[src/rtl/logic_pkg.sv]
// ----------------------------------------------------------------------------
// logic_pkg
//   Shared definitions for the buffered bitwise logic unit.
//   - OP_* : 3-bit operation encodings.
//   - logic_op(op, a, b) : single-bit evaluation of an operation. Callers apply
//     it per bit, so the unit is width-agnostic and has no carry paths.
// ----------------------------------------------------------------------------
package logic_pkg;

    localparam logic [2:0] OP_AND  = 3'd0;
    localparam logic [2:0] OP_OR   = 3'd1;
    localparam logic [2:0] OP_XOR  = 3'd2;
    localparam logic [2:0] OP_NAND = 3'd3;
    localparam logic [2:0] OP_NOR  = 3'd4;
    localparam logic [2:0] OP_XNOR = 3'd5;
    localparam logic [2:0] OP_ANDN = 3'd6;
    localparam logic [2:0] OP_PASS = 3'd7;

    function automatic logic logic_op(input logic [2:0] op, input logic a, input logic b);
        logic r;
        case (op)
            OP_AND:  r = a & b;
            OP_OR:   r = a | b;
            OP_XOR:  r = a ^ b;
            OP_NAND: r = ~(a & b);
            OP_NOR:  r = ~(a | b);
            OP_XNOR: r = ~(a ^ b);
            OP_ANDN: r = a & ~b;
            default: r = a;          // OP_PASS
        endcase
        return r;
    endfunction

endpackage

[src/rtl/sync_fifo.sv]
// ----------------------------------------------------------------------------
// sync_fifo
//   Show-ahead synchronous FIFO with asynchronous active-low reset.
//   Ports:
//     clk, rst_n        clock / async active-low reset
//     i_push, i_wdata   write request and data (ignored when full)
//     i_pop             read request (ignored when empty)
//     o_rdata           head entry while non-empty; last popped value when empty
//     o_full, o_empty   occupancy flags
//     o_level           occupancy 0..DEPTH
// ----------------------------------------------------------------------------
module sync_fifo #(
    parameter int WIDTH = 16,
    parameter int DEPTH = 2
) (
    input  logic                       clk,
    input  logic                       rst_n,
    input  logic                       i_push,
    input  logic [WIDTH-1:0]           i_wdata,
    input  logic                       i_pop,
    output logic [WIDTH-1:0]           o_rdata,
    output logic                       o_full,
    output logic                       o_empty,
    output logic [$clog2(DEPTH+1)-1:0] o_level
);

    localparam int AW = (DEPTH > 1) ? $clog2(DEPTH) : 1;
    localparam int LW = $clog2(DEPTH+1);

    logic [WIDTH-1:0] r_mem [DEPTH];
    logic [AW-1:0]    r_rd_ptr;
    logic [AW-1:0]    r_wr_ptr;
    logic [LW-1:0]    r_level;
    // Holds the most recently popped word so the output does not change to a
    // stale slot once the FIFO drains.
    logic [WIDTH-1:0] r_last;

    logic w_push_ok;
    logic w_pop_ok;

    assign o_full    = (r_level == LW'(DEPTH));
    assign o_empty   = (r_level == '0);
    assign o_level   = r_level;
    assign w_push_ok = i_push & ~o_full;
    assign w_pop_ok  = i_pop & ~o_empty;
    assign o_rdata   = o_empty ? r_last : r_mem[r_rd_ptr];

    // DEPTH is a power of two, so pointers wrap by natural overflow.
    always_ff @(posedge clk or negedge rst_n) begin
        if (!rst_n) begin
            for (int i = 0; i < DEPTH; i++) r_mem[i] <= '0;
            r_rd_ptr <= '0;
            r_wr_ptr <= '0;
            r_level  <= '0;
            r_last   <= '0;
        end else begin
            if (w_push_ok) begin
                r_mem[r_wr_ptr] <= i_wdata;
                r_wr_ptr        <= r_wr_ptr + AW'(1);
            end
            if (w_pop_ok) begin
                r_last   <= r_mem[r_rd_ptr];
                r_rd_ptr <= r_rd_ptr + AW'(1);
            end
            case ({w_push_ok, w_pop_ok})
                2'b10:   r_level <= r_level + LW'(1);
                2'b01:   r_level <= r_level - LW'(1);
                default: r_level <= r_level;
            endcase
        end
    end

endmodule

[src/rtl/logic_unit_pipe.sv]
// ----------------------------------------------------------------------------
// logic_unit_pipe
//   Buffered bitwise logic unit: eight per-beat operations, optional
//   accumulate chaining across beats, results queued in a show-ahead FIFO.
//   Ports:
//     clk, rst_n            clock / async active-low reset
//     in_valid, in_ready    operand beat handshake
//     op, acc, acc_first    operation select, accumulate mode, chain start
//     x, y                  operands A and B
//     out_valid, out_ready  result handshake
//     out                   result at FIFO head
//     zero, ones            out == 0 / out == all ones
//     level                 FIFO occupancy
//
//   Handshake: a beat transfers on a rising edge where valid & ready are both
//   high; the source holds the beat stable until that edge. in_ready depends
//   only on registered occupancy, never on out_ready, so a drain frees a slot
//   one cycle later.
// ----------------------------------------------------------------------------
module logic_unit_pipe
    import logic_pkg::*;
#(
    parameter int WIDTH = 16,
    parameter int DEPTH = 2
) (
    input  logic                       clk,
    input  logic                       rst_n,
    input  logic                       in_valid,
    output logic                       in_ready,
    input  logic [2:0]                 op,
    input  logic                       acc,
    input  logic                       acc_first,
    input  logic [WIDTH-1:0]           x,
    input  logic [WIDTH-1:0]           y,
    output logic                       out_valid,
    input  logic                       out_ready,
    output logic [WIDTH-1:0]           out,
    output logic                       zero,
    output logic                       ones,
    output logic [$clog2(DEPTH+1)-1:0] level
);

    logic [WIDTH-1:0] r_acc;
    logic [WIDTH-1:0] w_a;
    logic [WIDTH-1:0] w_result;
    logic             w_push;
    logic             w_full;
    logic             w_empty;

    // Continuing a chain substitutes the running accumulator for x.
    assign w_a = (acc && !acc_first) ? r_acc : x;

    always_comb begin
        w_result = '0;
        for (int i = 0; i < WIDTH; i++) begin
            w_result[i] = logic_op(op, w_a[i], y[i]);
        end
    end

    assign in_ready  = ~w_full;
    assign w_push    = in_valid & in_ready;
    assign out_valid = ~w_empty;

    // Only accepted acc beats update the chain; non-acc beats may interleave.
    always_ff @(posedge clk or negedge rst_n) begin
        if (!rst_n) begin
            r_acc <= '0;
        end else if (w_push && acc) begin
            r_acc <= w_result;
        end
    end

    sync_fifo #(
        .WIDTH (WIDTH),
        .DEPTH (DEPTH)
    ) u_fifo (
        .clk     (clk),
        .rst_n   (rst_n),
        .i_push  (w_push),
        .i_wdata (w_result),
        .i_pop   (out_ready),
        .o_rdata (out),
        .o_full  (w_full),
        .o_empty (w_empty),
        .o_level (level)
    );

    assign zero = (out == '0);
    assign ones = (out == '1);

endmodule

[config.mk]
export PLATFORM = sky130hd
export DESIGN_NAME = logic_unit_pipe
export DESIGN_NICKNAME = d
export VERILOG_FILES = /design/src/rtl/logic_pkg.sv /design/src/rtl/sync_fifo.sv /design/src/rtl/logic_unit_pipe.sv
export SDC_FILE = /design/constraint.sdc
export NUM_CORES = 1
export LEC_CHECK = 0
export ABC_AREA = 1
export BUFFER_PORTS_ARGS = -buffer_cell sky130_fd_sc_hd__buf_4
export CAP_MARGIN = 20
export CELL_PAD_IN_SITES_DETAIL_PLACEMENT = 1
export CELL_PAD_IN_SITES_GLOBAL_PLACEMENT = 1
export CORE_MARGIN = 1
export CORE_UTILIZATION = 38
export DETAILED_ROUTE_END_ITERATION = 12
export GPL_TIMING_DRIVEN = 0
export PLACE_DENSITY_LB_ADDON = 0.1
export SETUP_SLACK_MARGIN = 0.5
export SYNTH_ARGS = -nofsm -noshare
export SYNTH_HDL_FRONTEND = slang
export SYNTH_HIERARCHICAL = 1
export SYNTH_SLANG_ARGS = --single-unit
[constraint.sdc]
create_clock -name clk -period 1.7 [get_ports clk]
set_input_delay 0.34 -clock clk [delete_from_list [all_inputs] [get_ports clk]]
set_output_delay 0.34 -clock clk [all_outputs]
set_load 0.03 [all_outputs]
==> results of run 1 <==
[layer usage]
metal	vias to the layer above	wire, um	part of all wire, %
li1	3185	-	-
met1	3816	12000	37
met5	-	0	0
met4	0	2120	6.5
met2	510	15900	49
met3	187	2670	8.1
[worst min-delay path by stage]
stage	slack [ns]	end	depth (start not counted)
6_report	0.11	u_fifo/r_mem[30]	1
5_1_grt	0.20	u_fifo/r_mem[30]	1
4_1_cts	0.16	u_fifo/r_mem[29]	1
3_5_place_dp	0.46	u_fifo/r_mem[1]	2
3_3_place_gp	0.46	u_fifo/r_last[8]	2
2_1_floorplan	0.04	r_acc[0]	0
[per-stage QoR]
stage | util (%) | cells | TNS, ns | total power [mW] | hold slack, ns
final | 65.8 | 1246 | -13.81 | 15.2 | 0.113
after global routing | 65.8 | 1246 | -16.30 | 15.7 | 0.203
after CTS | 60.6 | 1212 | -5.32 | 12.7 | 0.163
after detailed placement | 48.4 | 1124 | -23.54 | 8.50 | 0.461
after global placement | 48.4 | 1124 | -19.68 | 8.23 | 0.455
after floorplan | - | 884 | -0.831 | 6.75 | 0.0444
[worst reg2reg max path: stages (launching register included)]
cell and delay [ns]:
dfrtp_1 0.40, inv_1 0.07, nand3_2 0.10, nand2_4 0.09, inv_4 0.04, ha_4 0.27, inv_2 0.04, nand3_2 0.08
nand3_2 0.09, nor2_2 0.11, nand3_2 0.19, nand4_1 0.16, nand2_1 0.16
[cell families (layout without fill, tap and decap cells)]
family | Yosys count | in the layout | synth area share (%)
flip-flops | 68 | 68 | 30.4
AND/OR/NAND/NOR | 605 | 605 | 48.7
XOR/XNOR | 1 | 1 | 0.157
adder cells (fa/ha/maj) | 33 | 33 | 7.39
buffers and inverters | 161 | 343 | 11.9
AO/OA/AOI/OAI | 16 | 16 | 1.43
[layout make-up]
class                      count  area (um2)  share of cell area, %
buffer                        49         432                   4.65
clock buffer                  10         239                   2.58
clock inverter                 6         111                   1.20
inverter                     112         495                   5.34
multi-input combinational    655        4520                   48.8
sequential                    68        1700                   18.4
tap                          180         225                   2.43
timing repair buffer         166        1550                   16.7
[registers in the layout, indices dropped and copies added (netlist names)]
signal           cells
r_acc               16
u_fifo/o_level       2
u_fifo/r_last       16
u_fifo/r_mem        32
u_fifo/r_rd_ptr      1
u_fifo/r_wr_ptr      1
[placed cells by master, fill, tap and decap left out, types with 2 or more instances in the layout]
master / count
buf_1: 4
buf_12: 5
buf_16: 2
buf_2: 13
buf_4: 113
buf_6: 57
buf_8: 9
bufinv_16: 3
clkbuf_1: 3
clkbuf_16: 11
clkbuf_2: 3
clkbuf_4: 2
clkbuf_8: 3
clkinvlp_4: 3
dfrtp_1: 66
dfrtp_2: 2
ha_1: 16
ha_4: 17
inv_1: 66
inv_2: 25
inv_4: 15
inv_6: 2
nand2_1: 256
nand2_2: 46
nand2_4: 63
nand2_8: 3
nand3_1: 83
nand3_2: 54
nand3_4: 11
nand4_1: 55
nor2_1: 3
nor2_2: 17
nor2_4: 12
o21ai_0: 12
o21ai_1: 4
[report_power, final]
part           total (mW)  switching [mW]  internal, mW
Sequential           2.86           0.565          2.30
Combinational        10.1            6.07          3.99
Clock                2.31           0.839          1.47
Total                15.2            7.47          7.76
[repair_timing]
item / 4_1_cts / 5_1_grt
setup endpoints to repair: 90 / 90
pin swaps: 109 / 113
gates cloned: 5 / 1
buffers inserted: 67 / 33
endpoints found under the hold margin: 0 / 0
gates resized for setup: 210 / 126
==> out/results.txt, run 1 <==
The final critical path takes up 147% of the cycle. Number of enable flip-flop cells after synthesis: 0. Setup repair after global routing could not meet its margin everywhere. Startpoint type of the worst setup path: a flop. TritonCTS built the clock tree. The checks that failed: negative setup slack. At the later pin of the worst-skew pair, clock insertion delay measures 0.36 ns. Summing all placed instances gives a cell area of 6830 um2. The floorplan step defined a die boundary enclosing 15200 um2.

Setup violations remaining at the end of the flow were counted as 71. The origin of the worst setup path is u_fifo/o_level[0]. The total count of max-transition violations in the final report was 0. Yosys instantiated no cell more often than nand2_1.

In the routed layout, each cell is associated on average with a via count of 6.18. In this run the static leakage power is 4.87 nW. After clock tree synthesis, the clock-pin slew on the worst setup and hold paths is 0.07 ns. For the number of warnings reported in the yosys synthesis log, the log shows 6. The cell type contributing the most total cell area after synthesis is dfrtp_1.

Number of buffers inserted by port buffering: 60. The routed layout has 7698 vias. On the critical path, the stage with the largest delay is an instance of dfrtp_2. IR analysis of the VDD net gives a maximum drop of 1.04 mV.

The global placer's final weighted congestion was 0.837. The synthesized netlist contains 22 unique library cells. The sort of element at the end of the critical path was a primary output. STA puts the critical path data arrival time at 2.16 ns. After layout, the minimum clock period comes to 2.50 ns.

For this run, global-route usage on met1 was measured as 41.3%. The run gives 7393 as the number of global-route vias before repair. The class of the most critical hold timing path is in2async. The routed wirelength normalized by instance count came out at 26.3 um.

The total overflow left after global routing is 0. The flip-flop and latch count after synthesis is 68, and the number of max-cap violations is 0. The half-perimeter wire length of the detailed placement result is 15000 um, and the count of nets left with antenna violations after detail routing is 0. Clock tree synthesis selected as its root buffer the cell clkbuf_16.

Once the floorplan was initialized, standard cells occupied 39.7% of the core. The total wire length after detailed routing is 32800 um, and the fraction of final layout cells sized beyond drive strength 1 is 46.7%. Global routing used 59.8% of the available met2 tracks. The clock passes through at most 2 buffers. Once layout is done, the placed cells without fillers occupy 9280 um2. The cell area that synthesis handed to floorplanning was 5590 um2. After floorplanning, the core was divided into 43 placement rows. The post-synthesis average cell area is 6.32 um2. The largest net degree at the start of global routing was 69; the area growth from synthesis to layout was 66.0%. Of all flip-flops after synthesis, the portion carrying an async set or reset was 100%.

The proportion of netlist area held by the largest area contributor was 30.4%. From left edge to right edge, the die measures 123 um. Global-route wire length before repair: 39000 um. Global routing consumed, over all layers together, 34.1% of the routing resources. 63 I/O pins were placed. The leading register cell type out of synthesis was dfrtp_1. The source of the worst register-to-register timing path was r_acc[13].

The gate count of the mapped netlist is 884. In the synthesized netlist, the cells that appear most often are 366 x nand2_1, 135 x nand3_1, 106 x inv_1. The tools report the setup clock skew after layout as 0.0123 ns.

Fill cells in the final layout number 1665. Setup slack on the worst reg-to-reg path comes out at -0.25 ns. After the last flow step, the layout net total stands at 1135. Along the worst path, the maximum fanout reaches 4. 0 antenna diodes ended up in the layout. The clock sink total came out at 68. After the first detailed-routing iteration, the DRC count stood at 780.

H-tree depth reported by CTS: 3. The number of cells on the worst reg-to-reg path is 12. Sequential cells were found to cover 30.4% of the synthesized design area. Counting every net in the synthesized netlist gives 958. The number of cells on the critical path was 9.

After global routing, the most crowded layer is met2. The count of buffer and inverter cells on the critical path is 4, and the core footprint is 14100 um2. The slack of the critical path is -0.802 ns. The total power per unit cell area works out to 1640 nW/um2.

The most critical setup path has its endpoint at ones. The hold violation total from the final report came out at 0. The fraction of met3 tracks used by global routing came out at 5.86%. The number of buffers created by CTS was 9; the transition time of the tightest slew-check pin was 0.968 ns. OpenSTA, run right after detailed placement, puts the worst setup slack at -0.726 ns. Buffers inserted to repair hold after CTS numbered 0. The critical path goes through nor2_4 -> buf_6 -> buf_16 -> buf_8 -> nand2_4 -> nand2_4 -> nand4_1 -> nor4_4 -> buf_6.

DRC violation count after routing: 0. The cell family contributing the most delay on the critical path is simple AND/OR/NAND/NOR gates. Overall die height: 123 um. Maximum clock rate: 0.400 GHz. The worst flop-to-flop path endpoint is u_fifo/r_mem[13]. Ranked by total cell area, the synthesized netlist is headed by dfrtp_1 30%, nand2_1 25%, nand3_1 12%. The worst relative slew slack is 35.5%, and the delay of the slowest cell on the worst path is 0.42 ns.

The number of detailed-routing iterations run before antenna repair is 5, and the number of antenna violations at the first check in global routing is 0. The flow ran to the end, but the final reports show violations. Data on the critical path is required at its endpoint by 1.36 ns. The worst setup path is of the reg2out kind.
(Power assumes the default switching activity.)
==> run 2, diff against run 1 <==
--- a/config.mk
+++ b/config.mk
@@ -15,5 +15,5 @@
 export DETAILED_ROUTE_END_ITERATION = 12
 export GPL_TIMING_DRIVEN = 0
-export PLACE_DENSITY_LB_ADDON = 0.1
+export PLACE_DENSITY_LB_ADDON = 0.08
 export SETUP_SLACK_MARGIN = 0.5
 export SYNTH_ARGS = -nofsm -noshare
==> constraint.sdc (replaced) <==
create_clock -name clk -period 2.2 [get_ports clk]
set_input_delay 0.11 -clock clk [delete_from_list [all_inputs] [get_ports clk]]
set_output_delay 0.11 -clock clk [all_outputs]
set_load 0.03 [all_outputs]
==> run 2 against run 1 <==
Worst setup slack better by 0.91 ns. Sequential share of layout area is 2.5 points higher. Critical path depth is 2 lower. Largest power group unchanged. The flow now finishes without violations. Largest cell class unchanged. Global-route usage is 6.6 points lower. Hold slack hardly changed. Utilization is 8.0 points lower. First-iteration DRC count is 65% lower.
==> out/results.txt, run 2 (same netlist as run 1, synthesis figures left out) <==
Data on the critical path arrives at its endpoint at 1.98 ns. The first global-routing pass estimated 32500 um of wire. In the final layout, the registers with the most flip-flops are u_fifo/r_mem x32, r_acc x16, u_fifo/r_last x16. Number of max-cap violations: 0.

Entering global routing, the biggest net connects 69 pins. The internal power of the cells came out at 4.86 mW. The total count of max-transition violations in the final report came out at 0. The library cell used most frequently in the layout, excluding fill and tap cells, is nand2_1.

In the global route stage, overall resource usage came out at 27.5%. The worst setup path category is reg2out. The worst register-to-register path begins at r_acc[5]. On the critical path, the stage with the largest delay is an instance of dfrtp_2.

The critical path's most frequent cell was buf_6. In the routed layout, each cell is associated on average with a via count of 5.32. After the first detailed-routing iteration, the DRC count stood at 275. Setup violations remaining at the end of the flow were counted as 0. 0 antenna diodes ended up in the layout. The tools report the clock sink total as 68. The flow ran to the end, and the final reports show no timing, DRC or antenna violations.

The worst hold path passes through 4 cells. The area growth from synthesis to layout was 45.9%; the worst relative slew slack was 41.6%. The run gives 14100 um2 as the core footprint.

In this run the power spent charging and discharging nets is 4.16 mW. The tools report the number of placement rows as 43. Register bank with the most flops: u_fifo/r_mem.

Across all setup checks in the final design, the least slack found is 0.110 ns. For the final routed database, the setup TNS stands at 0 ns. Across the routed clock network, the largest skew measured is 0.00585 ns.

Dividing the detail-routed wire length by the instance count gives 17.5 um. The run gives 39.7% as the initial core utilization. CTS built an H-tree with a depth of 3.

The part of the total power dissipated in combinational logic was 61.3%. For the worst-skew pair, the clock arrives at the later sink with an insertion delay of 0.33 ns. For the worst flop-to-flop path, the logic depth is 11. The highest fanout seen on the critical path was 6. The tools report the number of detailed-routing iterations run before antenna repair as 4.

The worst setup path is launched from a flop. Buffers placed on the I/O ports in this run total 60. The tree is rooted in a clkbuf_16. Post-route core utilization: 57.8%. For hold timing, the worst endpoint is u_fifo/r_rd_ptr. The total instance count after detailed placement is 1124, and the data required time at the worst endpoint is 2.09 ns. In this run the power density over the cells is 1110 nW/um2. Subtracting the final worst setup slack from the clock period gives 2.09 ns. The total overflow left after global routing is 0.

The register with the most flip-flops in the layout has 32 of them. The top cell types in the final layout, fill and taps aside, are 315 x nand2_1, 115 x buf_4, 78 x nand3_1, 66 x dfrtp_1, 65 x inv_1. The die footprint came out at 15200 um2. For this run, the post-layout net count is 1094. Across the whole layout, storage elements account for 1700 um2. In this run the register-to-register setup slack is 0.43 ns.

The run gives 4.36 nW as the leakage power. The number of antenna violations at the first check in global routing is 0, and the DRC violation count after routing is 0. The floorplan step set the die height to 123 um. Clock tree synthesis inserted a total of 9 buffers. Setup repair after global routing could not meet its margin everywhere. The number of global-route vias before repair came out at 6609.

The worst hold path belongs to the class in2reg. After legalization and detailed placement, the total HPWL measured 14300 um. In this run the cell area measured after placement is 6400 um2. The global placer's final weighted congestion came out at 0.858. Summing all non-filler instances in the final layout gives an area of 8150 um2. The tools report the maximum clock rate as 0.478 GHz.

The run gives 1785 as the number of fill cells. The area used by multi-input combinational logic is 4100 um2. TritonCTS built the clock tree. The sort of element at the end of the critical path was a primary output. Of the total power, the share spent switching nets is 46.1%. The run gives 63 as the I/O pin count. Traced cell by cell, the critical path runs through nor2_4 -> buf_6 -> nand2_1 -> nand2_2 -> nand4_1 -> nor4_4 -> buf_6. In the finished design, the share of the clock period the worst path needs comes to 95.0%. At the pin with the least slew margin, the transition time is 0.876 ns. For this run, the slowest stage of the critical path takes 0.43 ns.

The startpoint identified for the worst hold timing path is out_ready. Once detail routing completed, the nets flagged for antenna violations numbered 0. The logs give 0 for the hold violation total from the final report and 0.498 mV for the worst-case vdd ir drop.

The routed layout has 6408 vias. Clock-pin slew was measured on the worst setup and hold paths at 0.05 ns. The fraction of final layout cells sized beyond drive strength 1 is 38.2%, and the total wire length after detailed routing is 21100 um. The run gives 1204 as the number of cells in the finished layout apart from fillers.

For the sequential share of power, the log shows 23.3%. The final hold slack is 0.113 ns, and the worst slack at placement is -0.101 ns. The width of the chip is 123 um, and the buffer levels on the longest clock path is 2. The clock network fraction of total power is 15.4%.

Worst flop-to-flop path endpoint: u_fifo/r_mem[21]. The sum of internal, switching and leakage power came out at 9.02 mW.
==> run 2: changes by cell type in the layout (fill, tap and decap cells not counted), moves of 6 or more <==
| cell | change |
|---|---|
| nand3_2 | +8 |
| nor2_2 | -6 |
| nand2_1 | +59 |
| nand2_4 | -50 |
| buf_6 | -34 |
| nor2_1 | +6 |
| buf_8 | -6 |
| nand2_2 | -8 |
==> run 2: metal layers <==
layer  GRT usage [%]  wire length (um)
met5               0                 0
met4            8.89               524
met3            2.49               560
met2            53.1             11400
met1            31.6              8650
==> run 2: worst max-delay path, delay by kind of cell (launching register included) <==
family                 cells  cell delay (ns)
AND/OR/NAND/NOR            5             0.89
flip-flops                 1             0.43
buffers and inverters      2             0.34
==> run 2: worst max path at each step <==
stage                           start          endpoint  slack [ns]
floorplan           u_fifo/o_level[0]              ones        0.30
finish              u_fifo/o_level[0]              ones        0.11
CTS                 u_fifo/o_level[1]              ones        0.11
detailed placement          acc_first  u_fifo/r_mem[31]       -0.10
global placement            acc_first  u_fifo/r_mem[31]       -0.01
global route          u_fifo/r_rd_ptr              ones        0.03
==> run 2: power groups by stage <==
stage	Combinational [mW]	Sequential (mW)	Clock [mW]
3_5_place_dp	4.10	2.13	0
6_report	5.53	2.10	1.39
2_1_floorplan	2.85	2.07	0
5_1_grt	6.01	2.16	1.46
3_3_place_gp	3.92	2.11	0
4_1_cts	4.97	2.08	1.42
==> run 2: repair_timing <==
item	in CTS	in global routing
setup buffers	53	9
gates resized for setup	129	131
pin swaps	87	115
hold endpoints to repair	68	0
hold buffers	1	0
setup endpoints to repair	69	64
gates cloned	1	1
==> run 2: area by class of cell <==
class                   instances  share of cell area, %
plain buffers                  49                   4.11
clock buffers                  13                   3.07
clock inverters                 2                  0.430
inverters                     112                   5.82
multi-input cells             655                   50.3
flip-flops and latches         68                   20.9
well taps                     180                   2.76
repair buffers                125                   12.6
